File: src/rtl/instr_fetch_unit_pkg.sv
`default_nettype none
// ============================================================================
// Module  : instr_fetch_unit_pkg
// Purpose : Shared constants for the instruction fetch unit. Holds the jump
//           opcode, the position of the opcode field and the fetch FSM state
//           encodings.
// Ports   : none (package)
// Rev     : 1.0  initial release
// ============================================================================
package instr_fetch_unit_pkg;

   // Opcode field is the top OP_W bits of the instruction word
   localparam int         OP_W            = 4;
   localparam logic [3:0] JMP_OP_DEFAULT  = 4'hF;

   // Fetch FSM state encodings
   typedef logic [1:0] fetch_state_t;
   localparam fetch_state_t ST_SYNC     = 2'd0;
   localparam fetch_state_t ST_RUN      = 2'd1;
   localparam fetch_state_t ST_HOLD     = 2'd2;
   localparam fetch_state_t ST_REDIRECT = 2'd3;

endpackage
`default_nettype wire

File: src/rtl/instr_fetch_unit_if.sv
`default_nettype none
// ============================================================================
// Module  : instr_fetch_unit_if
// Purpose : Bundles the PC/ROM side, decode-side handshake and execute
//           redirect signals of the fetch unit.
// Ports   : pc_addr/rom_data (PC -> fetch), branch/pcin (fetch -> PC),
//           instr_out/instr_pc/instr_valid/instr_ready (fetch <-> decode),
//           ex_redirect/ex_target (execute -> fetch).
//           master = fetch unit side, slave = surrounding system side.
// Rev     : 1.0  initial release
// ============================================================================
interface instr_fetch_unit_if #(
   parameter int ADDR_W = 6,
   parameter int DATA_W = 16
);
   logic [ADDR_W-1:0] pc_addr;
   logic [DATA_W-1:0] rom_data;
   logic              branch;
   logic [ADDR_W-1:0] pcin;
   logic [DATA_W-1:0] instr_out;
   logic [ADDR_W-1:0] instr_pc;
   logic              instr_valid;
   logic              instr_ready;
   logic              ex_redirect;
   logic [ADDR_W-1:0] ex_target;

   modport master (
      input  pc_addr, rom_data, instr_ready, ex_redirect, ex_target,
      output branch, pcin, instr_out, instr_pc, instr_valid
   );

   modport slave (
      output pc_addr, rom_data, instr_ready, ex_redirect, ex_target,
      input  branch, pcin, instr_out, instr_pc, instr_valid
   );
endinterface
`default_nettype wire

File: src/rtl/instr_fetch_unit_fetch_fifo.sv
`default_nettype none
// ============================================================================
// Module  : fetch_fifo
// Purpose : Small circular buffer of fetched {pc, instruction} entries.
// Ports   : clk, rst (async active-low), push, pop, flush (clears all
//           entries, wins over push/pop), din, dout (head entry, 0 when
//           empty), count (registered occupancy).
// Rev     : 1.0  initial release
// ============================================================================
module fetch_fifo #(
   parameter int DEPTH = 2,
   parameter int WIDTH = 22
) (
   input  logic                       clk,
   input  logic                       rst,
   input  logic                       push,
   input  logic                       pop,
   input  logic                       flush,
   input  logic [WIDTH-1:0]           din,
   output logic [WIDTH-1:0]           dout,
   output logic [$clog2(DEPTH):0]     count
);
   localparam int PTR_W = $clog2(DEPTH);
   localparam int CNT_W = PTR_W + 1;

   logic [WIDTH-1:0] r_mem [DEPTH];
   logic [PTR_W-1:0] r_wr_ptr;
   logic [PTR_W-1:0] r_rd_ptr;
   logic [CNT_W-1:0] r_count;

   // DEPTH is a power of two, so the pointers wrap by natural overflow
   always_ff @(posedge clk or negedge rst) begin
      if (!rst) begin
         r_wr_ptr <= '0;
         r_rd_ptr <= '0;
         r_count  <= '0;
      end else if (flush) begin
         r_wr_ptr <= '0;
         r_rd_ptr <= '0;
         r_count  <= '0;
      end else begin
         if (push) r_wr_ptr <= r_wr_ptr + PTR_W'(1);
         if (pop)  r_rd_ptr <= r_rd_ptr + PTR_W'(1);
         r_count <= r_count + {{(CNT_W-1){1'b0}}, push} - {{(CNT_W-1){1'b0}}, pop};
      end
   end

   // Storage needs no reset: entries are only visible while count != 0
   always_ff @(posedge clk) begin
      if (push && !flush) r_mem[r_wr_ptr] <= din;
   end

   assign dout  = (r_count != '0) ? r_mem[r_rd_ptr] : '0;
   assign count = r_count;

endmodule
`default_nettype wire

File: src/rtl/instr_fetch_unit.sv
`default_nettype none
// ============================================================================
// Module  : instr_fetch_unit
// Purpose : Samples PC address and ROM word each cycle, keeps only the fetch
//           at the expected address, buffers it for decode and steers the PC
//           (branch/pcin) for start-up, jumps, execute redirects and
//           back-pressure holds.
// Ports   : clk, rst (async active-low), bus (instr_fetch_unit_if.master).
// Rev     : 1.0  initial release
// ============================================================================
module instr_fetch_unit
   import instr_fetch_unit_pkg::*;
#(
   parameter int               ADDR_W    = 6,
   parameter int               DATA_W    = 16,
   parameter int               DEPTH     = 2,
   parameter logic [ADDR_W-1:0] RESET_VEC = '0,
   parameter logic [3:0]       JMP_OP    = JMP_OP_DEFAULT
) (
   input  logic                 clk,
   input  logic                 rst,
   instr_fetch_unit_if.master   bus
);
   localparam int CNT_W = $clog2(DEPTH) + 1;
   localparam int ENT_W = ADDR_W + DATA_W;

   fetch_state_t       r_state;
   logic [ADDR_W-1:0]  r_expected_pc;
   logic               r_branch;
   logic [ADDR_W-1:0]  r_pcin;

   logic [CNT_W-1:0]   w_count;
   logic [ENT_W-1:0]   w_dout;
   logic               w_valid;
   logic               w_full;
   logic               w_pop;
   logic               w_redirect;
   logic               w_accept;
   logic               w_is_jump;
   logic [ADDR_W-1:0]  w_target;

   assign w_valid    = (w_count != '0);
   assign w_full     = (w_count == CNT_W'(DEPTH));
   assign w_pop      = w_valid && bus.instr_ready;
   // Execute redirects are ignored until the PC has been synchronised
   assign w_redirect = bus.ex_redirect && (r_state != ST_SYNC);
   // A redirect flushes everything, so the sample of that cycle is dropped
   assign w_accept   = (r_state == ST_RUN) && (bus.pc_addr == r_expected_pc) &&
                       (!w_full || w_pop) && !w_redirect;
   assign w_is_jump  = (bus.rom_data[DATA_W-1 -: OP_W] == JMP_OP);
   assign w_target   = bus.rom_data[ADDR_W-1:0];

   fetch_fifo #(
      .DEPTH (DEPTH),
      .WIDTH (ENT_W)
   ) u_fifo (
      .clk   (clk),
      .rst   (rst),
      .push  (w_accept),
      .pop   (w_pop),
      .flush (w_redirect),
      .din   ({bus.pc_addr, bus.rom_data}),
      .dout  (w_dout),
      .count (w_count)
   );

   always_ff @(posedge clk or negedge rst) begin
      if (!rst) begin
         r_state       <= ST_SYNC;
         r_expected_pc <= RESET_VEC;
         r_branch      <= 1'b0;
         r_pcin        <= '0;
      end else if (w_redirect) begin
         r_state       <= ST_REDIRECT;
         r_expected_pc <= bus.ex_target;
         r_branch      <= 1'b1;
         r_pcin        <= bus.ex_target;
      end else begin
         case (r_state)
            ST_SYNC: begin
               r_state  <= ST_RUN;
               r_branch <= 1'b1;
               r_pcin   <= RESET_VEC;
            end
            ST_RUN: begin
               // Accept and HOLD entry are mutually exclusive: accept needs
               // room or a pop, HOLD entry needs full with no pop.
               if (w_accept) begin
                  r_expected_pc <= w_is_jump ? w_target : bus.pc_addr + ADDR_W'(1);
                  r_branch      <= w_is_jump;
                  if (w_is_jump) r_pcin <= w_target;
               end else if (w_full && !w_pop) begin
                  r_state  <= ST_HOLD;
                  r_branch <= 1'b1;
                  r_pcin   <= r_expected_pc;
               end else begin
                  r_branch <= 1'b0;
               end
            end
            ST_HOLD: begin
               // Keep reloading the PC; once a slot frees, stop reloading so
               // the PC's repeat of the load address is accepted next edge.
               if (w_pop) begin
                  r_state  <= ST_RUN;
                  r_branch <= 1'b0;
               end else begin
                  r_branch <= 1'b1;
                  r_pcin   <= r_expected_pc;
               end
            end
            ST_REDIRECT: begin
               r_state  <= ST_RUN;
               r_branch <= 1'b0;
            end
            default: begin
               r_state  <= ST_SYNC;
               r_branch <= 1'b0;
            end
         endcase
      end
   end

   assign bus.branch      = r_branch;
   assign bus.pcin        = r_pcin;
   assign bus.instr_valid = w_valid;
   assign bus.instr_out   = w_dout[DATA_W-1:0];
   assign bus.instr_pc    = w_dout[ENT_W-1 -: ADDR_W];

endmodule
`default_nettype wire
File: src/flat_wrapper.sv
// flat-port wrapper written by rule: the top's interface ports become plain ports
module instr_fetch_unit_flat import instr_fetch_unit_pkg::*;
#(
   parameter int               ADDR_W    = 6,
   parameter int               DATA_W    = 16,
   parameter int               DEPTH     = 2,
   parameter logic [ADDR_W-1:0] RESET_VEC = '0,
   parameter logic [3:0]       JMP_OP    = JMP_OP_DEFAULT
)
  (clk, rst, bus_pc_addr, bus_rom_data, bus_instr_ready, bus_ex_redirect, bus_ex_target, bus_branch, bus_pcin, bus_instr_out, bus_instr_pc, bus_instr_valid);
  instr_fetch_unit_if #(.ADDR_W(ADDR_W), .DATA_W(DATA_W)) bus_i ();
  input  logic clk;
  input  logic rst;
  input wire logic [$bits(bus_i.pc_addr)-1:0] bus_pc_addr;
  input wire logic [$bits(bus_i.rom_data)-1:0] bus_rom_data;
  input wire logic [$bits(bus_i.instr_ready)-1:0] bus_instr_ready;
  input wire logic [$bits(bus_i.ex_redirect)-1:0] bus_ex_redirect;
  input wire logic [$bits(bus_i.ex_target)-1:0] bus_ex_target;
  output wire logic [$bits(bus_i.branch)-1:0] bus_branch;
  output wire logic [$bits(bus_i.pcin)-1:0] bus_pcin;
  output wire logic [$bits(bus_i.instr_out)-1:0] bus_instr_out;
  output wire logic [$bits(bus_i.instr_pc)-1:0] bus_instr_pc;
  output wire logic [$bits(bus_i.instr_valid)-1:0] bus_instr_valid;
  assign bus_i.pc_addr = bus_pc_addr;
  assign bus_i.rom_data = bus_rom_data;
  assign bus_i.instr_ready = bus_instr_ready;
  assign bus_i.ex_redirect = bus_ex_redirect;
  assign bus_i.ex_target = bus_ex_target;
  assign bus_branch = bus_i.branch;
  assign bus_pcin = bus_i.pcin;
  assign bus_instr_out = bus_i.instr_out;
  assign bus_instr_pc = bus_i.instr_pc;
  assign bus_instr_valid = bus_i.instr_valid;
  instr_fetch_unit #(.ADDR_W(ADDR_W), .DATA_W(DATA_W), .DEPTH(DEPTH), .RESET_VEC(RESET_VEC), .JMP_OP(JMP_OP)) u_core (.clk(clk), .rst(rst), .bus(bus_i));
endmodule
File: config.mk
export PLATFORM = sky130hd
export DESIGN_NAME = instr_fetch_unit_flat
export DESIGN_NICKNAME = d
export VERILOG_FILES = /design/src/rtl/instr_fetch_unit_pkg.sv /design/src/rtl/instr_fetch_unit_if.sv /design/src/rtl/instr_fetch_unit_fetch_fifo.sv /design/src/rtl/instr_fetch_unit.sv /design/src/flat_wrapper.sv
export SDC_FILE = /design/constraint.sdc
export NUM_CORES = 1
export LEC_CHECK = 0
export BUFFER_PORTS_ARGS = -buffer_cell sky130_fd_sc_hd__buf_2
export CORE_MARGIN = 4
export CORE_UTILIZATION = 40
export CTS_CLUSTER_SIZE = 25
export DETAILED_ROUTE_END_ITERATION = 16
export GPL_ROUTABILITY_DRIVEN = 0
export PLACE_DENSITY_LB_ADDON = 0.05
export SLEW_MARGIN = 25
export SYNTH_ARGS = -nofsm -noshare
export SYNTH_HDL_FRONTEND = slang
export SYNTH_SLANG_ARGS = --single-unit
File: constraint.sdc
create_clock -name clk -period 3 [get_ports clk]
set_input_delay 0.15 -clock clk [delete_from_list [all_inputs] [get_ports clk]]
set_output_delay 0.15 -clock clk [all_outputs]
set_load 0.005 [all_outputs]
# Yosys cells after proc, flatten, opt, wreduce, memory -nomap -nowiden

Memories as Yosys holds them, arrays and structs flattened.
Cells that the tools add are included.

Output and inout bits: 30
Bits in read-only memories: 0
RAM bits: 44
Bits in latches: 0
Memories kept: 1
Register bits after elaboration: 19
Logic and storage cells: 75

Add/sub/neg operators: 5
Equality and inequality tests: 12
Bitwise logic cells: 0
Shift operators: 0
Divide/modulo/power cells: 0
Muxes and demuxes: 28
Reduce and logical (&&, ||, !) cells: 22
Magnitude comparators: 0
$mul: 0

Memory list:

| name                | words | width | rd ports | clocked after memory_dff | wr ports | RTL line                          | RTL |
|---|---|---|---|---|---|---|---|
| u_core.u_fifo.r_mem | 2     | 22    | 1        | 0                        | 1        | instr_fetch_unit_fetch_fifo.sv:26 | `logic [WIDTH-1:0] r_mem [DEPTH];` |

Operator list:

| cell                                                            | number |
|---|---|
| 6-bit 2-to-1 mux                                                | 9 |
| 22-bit 2-to-1 mux                                               | 1 |
| 6-bit one-hot mux with 3 select lines                           | 1 |
| 3-bit by 2-bit != test with 1-bit output, second input constant | 4 |
| 1-bit 2-to-1 mux                                                | 10 |
| 2-bit 2-to-1 mux                                                | 5 |
| 2-bit nonzero test                                              | 5 |
| 1-bit logical AND                                               | 7 |
| 6-bit by 1-bit adder with 6-bit output, second input constant   | 1 |
| 2-bit == test, second input constant                            | 3 |
| 6-bit == test                                                   | 1 |
| 2-bit one-hot mux with 3 select lines                           | 1 |
| 4-bit == test, second input constant                            | 1 |
| 4-bit by 2-bit != test with 1-bit output, second input constant | 1 |
| 4-bit by 3-bit != test with 1-bit output, second input constant | 1 |
| 1-bit one-hot mux with 4 select lines                           | 1 |
| 4-bit AND reduction                                             | 1 |
| 4-bit nonzero test                                              | 1 |
| 1-bit zero test                                                 | 3 |
| 3-bit AND reduction                                             | 1 |
| 1-bit adder, second input constant                              | 2 |
| 2-bit by 1-bit adder with 2-bit output                          | 1 |
| 2-bit by 1-bit == test with 1-bit output, second input constant | 1 |
| 2-bit zero test                                                 | 1 |
| 4 further kinds                                                 | 4 |

# Depth between registers and ports, before layout

Gate-level depths: netlist of the first run.

Word-level depth: 8
Gate-level depth with buffers: 11
Mapped depth without buffers: 9

# Cells and area by module

A second synthesis of the first run with hierarchy kept.

Cells, all modules: 260
Area, all modules: 3223.1 um^2

Modules (own cells, without submodules):

| module           | area an instance (um^2) | cells an instance | seq. area each (um^2) | times used |
|---|---|---|---|---|
| fetch_fifo       | 1905.6                  | 111               | 1421.4                | 1 |
| instr_fetch_unit | 1317.5                  | 149               | 375.4                 | 1 |

# Worst setup path after synthesis of the first run

OpenSTA, ideal clock, no wires.

Path kind: register to register
Start point: register u_core.r_expected_pc[5]
End point: memory u_core.u_fifo.r_mem[0][0] (enable)
Period minus slack after synthesis: 2.795 ns
Setup slack: 0.205 ns
Cell stages (with the launch flop): 5
Setup time: 0.401 ns
Data arrival time: 2.394 ns
Cells stage by stage: dfrtp_1 xor2_1 nor4_2 nand3_1 nor2_1

Cells in the longest elaborated chain, start to end: 7

Ends and longest elaborated chain:

| item                                   | RTL line                          | RTL |
|---|---|---|
| from (decl)                            | instr_fetch_unit.sv:28            | `logic [ADDR_W-1:0] r_expected_pc;` |
| from (signal assigned)                 | instr_fetch_unit.sv:75            | `r_expected_pc <= bus.ex_target;` |
| from (signal assigned)                 | instr_fetch_unit.sv:89            | `r_expected_pc <= w_is_jump ? w_target : bus.pc_addr + ADDR_W'(1);` |
| 6-bit == test                          | instr_fetch_unit.sv:48            | `assign w_accept = (r_state == ST_RUN) && (bus.pc_addr == r_expected_pc) &&` |
| 1-bit logical AND (2 in a row)         | instr_fetch_unit.sv:48            |  |
| 1-bit logical AND                      | instr_fetch_unit.sv:49            | `(!w_full \|\| w_pop) && !w_redirect;` |
| 1-bit logical AND                      | instr_fetch_unit_fetch_fifo.sv:50 | `if (push && !flush) r_mem[r_wr_ptr] <= din;` |
| 1-bit 2-to-1 mux                       | instr_fetch_unit_fetch_fifo.sv:50 |  |
| 1-bit 2-to-1 mux (not written as such) | instr_fetch_unit_fetch_fifo.sv:50 |  |
| to (decl)                              | instr_fetch_unit_fetch_fifo.sv:26 |  |

No other way between the ends.

# Final worst setup path of the first run

Start point: register u_core.r_expected_pc[5]
End point: memory u_core.u_fifo.r_mem[1][5] (enable)

The elaborated chain is that of the path after synthesis.

==> results of run 1 <==
-- cells by family (layout without fill, tap and decap cells) --
group,after synthesis,after routing,share of synthesized area [%]
flops,63,63,58.40
xor+xnor,14,14,3.985
fa+ha+maj,7,7,2.847
compound gates,50,50,10.98
buf+inv,20,100,2.725
mux,24,24,7.808
simple gates,85,85,13.26
-- area by class of cell --
class | count | area share [%]
Timing Repair Buffer | 76 | 11.47
Sequential cell | 63 | 47.61
Clock buffer | 10 | 3.382
Clock inverter | 6 | 1.625
Inverter | 8 | 0.7958
Tap cell | 99 | 3.282
Multi-Input combinational cell | 180 | 31.83
-- sequential cells by signal (all words and copies together) (netlist names) --
| register | cells |
|---|---|
| u_core.u_fifo.r_mem | 44 |
| u_core.bus.pcin | 6 |
| u_core.r_expected_pc | 6 |
| u_core.r_state | 2 |
| u_core.u_fifo.count | 2 |
| u_core.bus.branch | 1 |
| u_core.u_fifo.r_rd_ptr | 1 |
| u_core.u_fifo.r_wr_ptr | 1 |
-- worst max-delay path, stage by stage (launching register included) --
cell and delay (ns):
dfrtp_1 0.43, xor2_1 0.20, or4_4 0.59, nor2_4 0.28
and3_1 0.20, buf_4 0.30
-- worst max path at each step --
stage | start | to | slack (ns)
final | u_core.r_expected_pc[5]$_DFFE_PN0P_ | u_core.u_fifo.r_mem[1][5]$_DFFE_PP_ | 0.67
after floorplan | u_core.r_expected_pc[5]$_DFFE_PN0P_ | u_core.u_fifo.r_mem[0][0]$_DFFE_PP_ | 0.20
after global routing | u_core.r_expected_pc[5]$_DFFE_PN0P_ | u_core.u_fifo.r_mem[1][8]$_DFFE_PP_ | 0.57
after detailed placement | u_core.r_expected_pc[5]$_DFFE_PN0P_ | u_core.u_fifo.r_mem[1][9]$_DFFE_PP_ | 0.69
after CTS | u_core.r_expected_pc[5]$_DFFE_PN0P_ | u_core.u_fifo.r_mem[1][8]$_DFFE_PP_ | 0.66
after global placement | u_core.r_expected_pc[5]$_DFFE_PN0P_ | u_core.u_fifo.r_mem[1][2]$_DFFE_PP_ | 0.73
-- placed cells by master (no fill, tap or decap), types with 6 or more instances in the layout --
cell type,Yosys,layout
a21oi_1,10,10
a31oi_1,7,7
and3_1,6,6
buf_2,1,61
buf_4,0,9
clkbuf_8,0,9
dfrtp_1,19,19
dlygate4sd3_1,0,6
edfxtp_1,44,44
ha_1,7,7
inv_1,8,8
mux2i_1,24,24
nand2_1,22,22
nand3_1,6,6
nor2_1,34,32
o21ai_0,12,12
xnor2_1,6,6
xor2_1,8,8
-- per-layer routing --
layer,up-vias,wire length (um),global-route usage [%]
li1,1112,-,-
met1,1058,3357,22.49
met2,67,3162,24.55
met3,12,339,3.518
met4,0,114,7.346
met5,-,0,0
-- metrics by stage --
step	std cells	setup slack [ns]	cell area [sq um]	util (%)	total power [mW]
final	442	0.6670	3774	51.21	2.916
after CTS	441	0.6590	3764	51.07	2.957
after detailed placement	420	0.6904	3525	47.83	2.225
after global routing	442	0.5674	3774	51.21	3.123
after global placement	420	0.7309	3525	47.83	2.225
after floorplan	263	0.2049	3077	-	1.842
-- repair_timing --
action / 4_1_cts / 5_1_grt
setup buffers: 0 / 0
hold buffers: 5 / 1
endpoints found under the hold margin: 27 / 2
-- power groups by stage --
stage,Combinational (mW),Clock [mW],Sequential (mW)
after floorplan,0.728,0,1.11
after global placement,1.11,0,1.12
after detailed placement,1.10,0,1.12
after CTS,1.11,0.739,1.10
after global routing,1.23,0.775,1.12
final,1.09,0.719,1.10
==> reports/qor.yml, run 1 <==
ios: 62
yosysSeqAreaShare_pct: 58.40
crit_type: "register to register"
clock_latency_ns: 0.33
worstReg2RegEnd: "u_core.u_fifo.r_mem[1][5]$_DFFE_PP_"
synth_most_common_cell: "edfxtp_1"
coreArea_sq_um: 7370
setup_tns_ns: 0
powerDensity_nw_per_um2: 772.7
cts_made_buffers: 9
multi_input_area_sq_um: 1201
cts.repair.resized: 0
yosys-top-cells-area: "edfxtp_1 (43%), dfrtp_1 (15%), mux2i_1 (7.8%), nor2_1 (4.1%), ha_1 (2.8%)"
r2r_cells: 5
fill_cells: 677
synth_top_area_cell: "edfxtp_1"
wl_per_cell_um: 15.78
antenna_cells: 0
worst_pin_slew_ns: 0.9476
run_status: "completed"
ys_warn_count: 0
ys_ff_latch: 63
rsz0062_at_grt: "false"
grt_pass1_vias: 2246
post-route-min-period_ns: 2.333
min_to: "u_core.u_fifo.r_mem[1][11]$_DFFE_PP_"
slew_headroom_pct: 36.76
async_flop_share_pct: 30.16
totalWireLength_mm: 6.974
cap_violations: 0
clockRootBuffer: "clkbuf_8"
synthDistinctLibCells: 44
r2r_setup_slack_ns: 0.67
required_ns: 3.00
setup-violations-final: 0
p_int_mw: 1.899
grt_start_max_net_pins: 24
vias_per_cell: 5.088
critPathLaunchType: "register"
syn_inst: 263
drtIter0Drc: 61
io_buffer_count: 61
drc: 0
syn_to_final_growth_pct: 22.65
min_path_cells: 1
grt_pass1_wl_mm: 11.20
path_clk_slew_ns: 0.07
skew_ns: 0.008502
hold_viol_final: 0
layout-drive-gt1-share_pct: 27.70
peakVddDrop_uv: 410.5
cts_max_path_buffers: 2
mappedNetlistArea_sq_um: 3077
pwr-share-comb_pct: 37.5
drtAntennaViolNets: 0
cp-end-kind: "register"
dieArea_sq_um: 9158
grt_overflow: 0
finalCritPeriodShare_pct: 77.77
swShare_pct: 34.87
yosys.area.top_type_share_pct: 42.94
via_count: 2249
worstHoldPathType: "input pin to register"
track_usage_pct: 16.28
yosys_most_used_dff: "edfxtp_1"
switchingPower_mw: 1.017
slew_violations: 0
cp_max_fo: 22
fp.dieH_um: 95.70
clock-sinks: 63
fp.dieW_um: 95.70
syn_avg_cell_area_sq_um: 11.70
arrival_ns: 2.34
nNetsFinal: 377
rows: 31
synth_edf_count: 44
synth_common_cells: "edfxtp_1 (44), nor2_1 (34), mux2i_1 (24), nand2_1 (22), dfrtp_1 (19)"
max_freq_mhz: 428.6
detail_route.first_pass.iterations: 5
leakage_nw: 1.533
synth_fp_nets: 302
seq_area_sq_um: 1797
start_util_pct: 41.75
holdWs_ns: 0.01349
power.share.clock_pct: 24.7
dp_hpwl_mm: 4.888
antenna_found_initial: 0
seq_power_share_pct: 37.8
hp-start: "bus_rom_data[11]"
cts_tree: "built"
regToRegStartpoint: "u_core.r_expected_pc[5]$_DFFE_PN0P_"
h-tree-depth: 3
Power figures use the tool's default switching activity.
==> run 2: changes to the inputs <==
- clock period: 3 -> 2.2 ns (I/O delays scaled with it)
==> reports/qor.yml, run 2 (same netlist as run 1, synthesis figures left out) <==
power.share.clock_pct: 23.7  # was 24.7%
cts_setup_buffers: 0  # unchanged
io_buffer_count: 61  # unchanged
largest_reg_flops: 44  # unchanged
cts_tree: "built"  # unchanged
arrival_ns: 2.11  # was 2.34 ns
dieArea_sq_um: 9158  # unchanged
drtAntennaViolNets: 0  # unchanged
grt_overflow: 0  # unchanged
crit_family: "simple AND/OR/NAND/NOR gates"  # unchanged
cts_made_buffers: 9  # unchanged
cp-end-kind: "register"  # unchanged
track_usage_pct: 17.15  # was 16.28%
grt_pass1_vias: 2350  # was 2246
setup-violations-final: 0  # unchanged
start_util_pct: 41.75  # unchanged
rsz0062_at_grt: "false"  # unchanged
dp_hpwl_mm: 5.166  # was 4.888 mm
totalWireLength_mm: 7.168  # was 6.974 mm
cp_max_fo: 22  # unchanged
layout_common_cells: "buf_2 (61), edfxtp_1 (44), nor2_1 (33), mux2i_1 (24), nand2_1 (22)"  # was buf_2 (61), edfxtp_1 (44), nor2_1 (32), mux2i_1 (24), nand2_1 (22)
run_status: "completed"  # unchanged
grt_start_max_net_pins: 24  # unchanged
drc: 0  # unchanged
r2r_cells: 4  # was 5
setup_tns_ns: 0  # unchanged
detail_route.first_pass.iterations: 4  # was 5
post-route-min-period_ns: 2.106  # was 2.333 ns
drtIter0Drc: 102  # was 61
switchingPower_mw: 1.388  # was 1.017 mW
fill_cells: 657  # was 677
hp-start: "bus_ex_target[4]"  # was bus_rom_data[11]
clock-sinks: 63  # unchanged
grt_pass1_wl_mm: 11.63  # was 11.20 mm
clockRootBuffer: "clkbuf_8"  # unchanged
min_path_cells: 3  # was 1
nNetsFinal: 394  # was 377
finalCritPeriodShare_pct: 95.70  # was 77.77%
met3_length_um: 503  # was 339 um
syn_to_final_growth_pct: 28.63  # was 22.65%
fp.dieH_um: 95.70  # unchanged
via_count: 2359  # was 2249
path_cells: "xor2_1 > or4_4 > nor2_4 > and3_4"  # was xor2_1 > or4_4 > nor2_4 > and3_1 > buf_4
clock_latency_ns: 0.33  # about the same
fp.dieW_um: 95.70  # unchanged
min_to: "u_core.r_expected_pc[4]$_DFFE_PN0P_"  # was u_core.u_fifo.r_mem[1][11]$_DFFE_PP_
wirelength_met1_mm: 3.148  # was 3.357 mm
cts_max_path_buffers: 2  # unchanged
rows: 31  # unchanged
final_common_cell: "buf_2"  # unchanged
dp.cells: 426  # was 420
vias_per_cell: 5.139  # was 5.088
finalNonFillerCells: 459  # was 442
critPathLaunchType: "register"  # unchanged
path_clk_slew_ns: 0.07  # about the same
antenna_found_initial: 0  # unchanged
pwr-share-comb_pct: 38.9  # was 37.5%
worst_pin_slew_ns: 0.4837  # was 0.9476 ns
cap_violations: 0  # unchanged
ios: 62  # unchanged
path_buf_inv: 0  # was 1
r2r_setup_slack_ns: 0.09  # was 0.67 ns
powerDensity_nw_per_um2: 1018  # was 772.7 nW/um^2
top_register: "u_core.u_fifo.r_mem"  # unchanged
required_ns: 2.20  # was 3.00 ns
crit_type: "register to register"  # unchanged
wl_per_cell_um: 15.62  # was 15.78 um
worstHoldPathType: "input pin to register"  # unchanged
max_freq_mhz: 474.9  # was 428.6 MHz
coreArea_sq_um: 7370  # unchanged
hold_viol_final: 0  # unchanged
peakVddDrop_uv: 478.5  # was 410.5 uV
h-tree-depth: 3  # unchanged
regToRegStartpoint: "u_core.r_expected_pc[5]$_DFFE_PN0P_"  # unchanged
fin_area_sq_um: 3958  # was 3774 sq um
placed_area_sq_um: 3598  # was 3525 sq um
swShare_pct: 34.45  # was 34.87%
slew_violations: 0  # unchanged
total_power_mw: 4.030  # was 2.916 mW
p_int_mw: 2.642  # was 1.899 mW
slew_headroom_pct: 67.75  # was 36.76%
skew_ns: 0.009150  # was 0.008502 ns
seq_power_share_pct: 37.4  # was 37.8%
antenna_cells: 0  # unchanged
leakage_nw: 1.606  # was 1.533 nW
dr.max_layer_used: "met4"  # unchanged
crit_slowest_cell: "or4_4"  # unchanged
layout-drive-gt1-share_pct: 28.06  # was 27.70%
worstReg2RegEnd: "u_core.u_fifo.r_mem[1][0]$_DFFE_PP_"  # was u_core.u_fifo.r_mem[1][5]$_DFFE_PP_
max_stage_delay_ns: 0.60  # was 0.59 ns
met2_length_mm: 3.401  # was 3.162 mm
## run 2: layout make-up
type | instances | area (sq um) | area share [%]
clock inverter | 6 | 61.31 | 1.549
inverter | 8 | 30.03 | 0.7588
multi-input combinational | 180 | 1217 | 30.76
sequential | 63 | 1797 | 45.40
tap | 99 | 123.9 | 3.130
clock buffer | 10 | 127.6 | 3.225
timing repair buffer | 93 | 600.6 | 15.18
## run 2: power groups by stage
stage          registers (mW)  clock network (mW)  logic [mW]
4_1_cts                  1.51               0.996        1.59
6_report                 1.51               0.957        1.57
5_1_grt                  1.53                1.04        1.78
3_5_place_dp             1.53                   0        1.56
2_1_floorplan            1.52                   0        1.00
3_3_place_gp             1.52                   0        1.56
## run 2: worst register-to-register path, stage by stage, from the launching register on
cell	delay [ns]
dfrtp_1	0.43
xor2_1	0.21
or4_4	0.60
nor2_4	0.13
and3_4	0.39
## run 2: routing by layer
layer | global-route usage [%] | vias up
met5 | 0 | -
met4 | 6.517 | 0
met3 | 5.238 | 10
met2 | 28.03 | 82
met1 | 21.35 | 1121
li1 | - | 1146
## run 2: through the flow
stage / hold slack (ns) / setup WS (ns) / util [%]
global route: 0.01292 / 0.006018 / 53.70
global placement: 0.09797 / 0.1228 / 48.83
CTS: 0.009572 / 0.08592 / 53.70
detailed placement: 0.09707 / 0.1006 / 48.83
floorplan: -0.1856 / 0.09487 / -
finish: 0.01936 / 0.09450 / 53.70
## run 2: worst max-delay path by stage
| stage | startpoint | depth (start not counted) | end |
|---|---|---|---|
| 5_1_grt | u_core.r_state[0]$_DFFE_PN0P_ | 8 | u_core.bus.pcin[3]$_DFFE_PN0P_ |
| 4_1_cts | u_core.r_expected_pc[5]$_DFFE_PN0P_ | 4 | u_core.u_fifo.r_mem[1][0]$_DFFE_PP_ |
| 3_5_place_dp | u_core.r_expected_pc[5]$_DFFE_PN0P_ | 4 | u_core.u_fifo.r_mem[1][4]$_DFFE_PP_ |
| 2_1_floorplan | u_core.r_state[1]$_DFFE_PN0P_ | 7 | u_core.u_fifo.r_mem[0][0]$_DFFE_PP_ |
| 6_report | u_core.r_expected_pc[5]$_DFFE_PN0P_ | 4 | u_core.u_fifo.r_mem[1][0]$_DFFE_PP_ |
| 3_3_place_gp | u_core.r_expected_pc[5]$_DFFE_PN0P_ | 4 | u_core.u_fifo.r_mem[1][5]$_DFFE_PP_ |
## run 2: timing repair
action | in CTS | in global routing
hold endpoints to repair | 48 | 0
setup endpoints to repair | 0 | 0
resized for setup | 0 | 0
hold buffers | 17 | 0
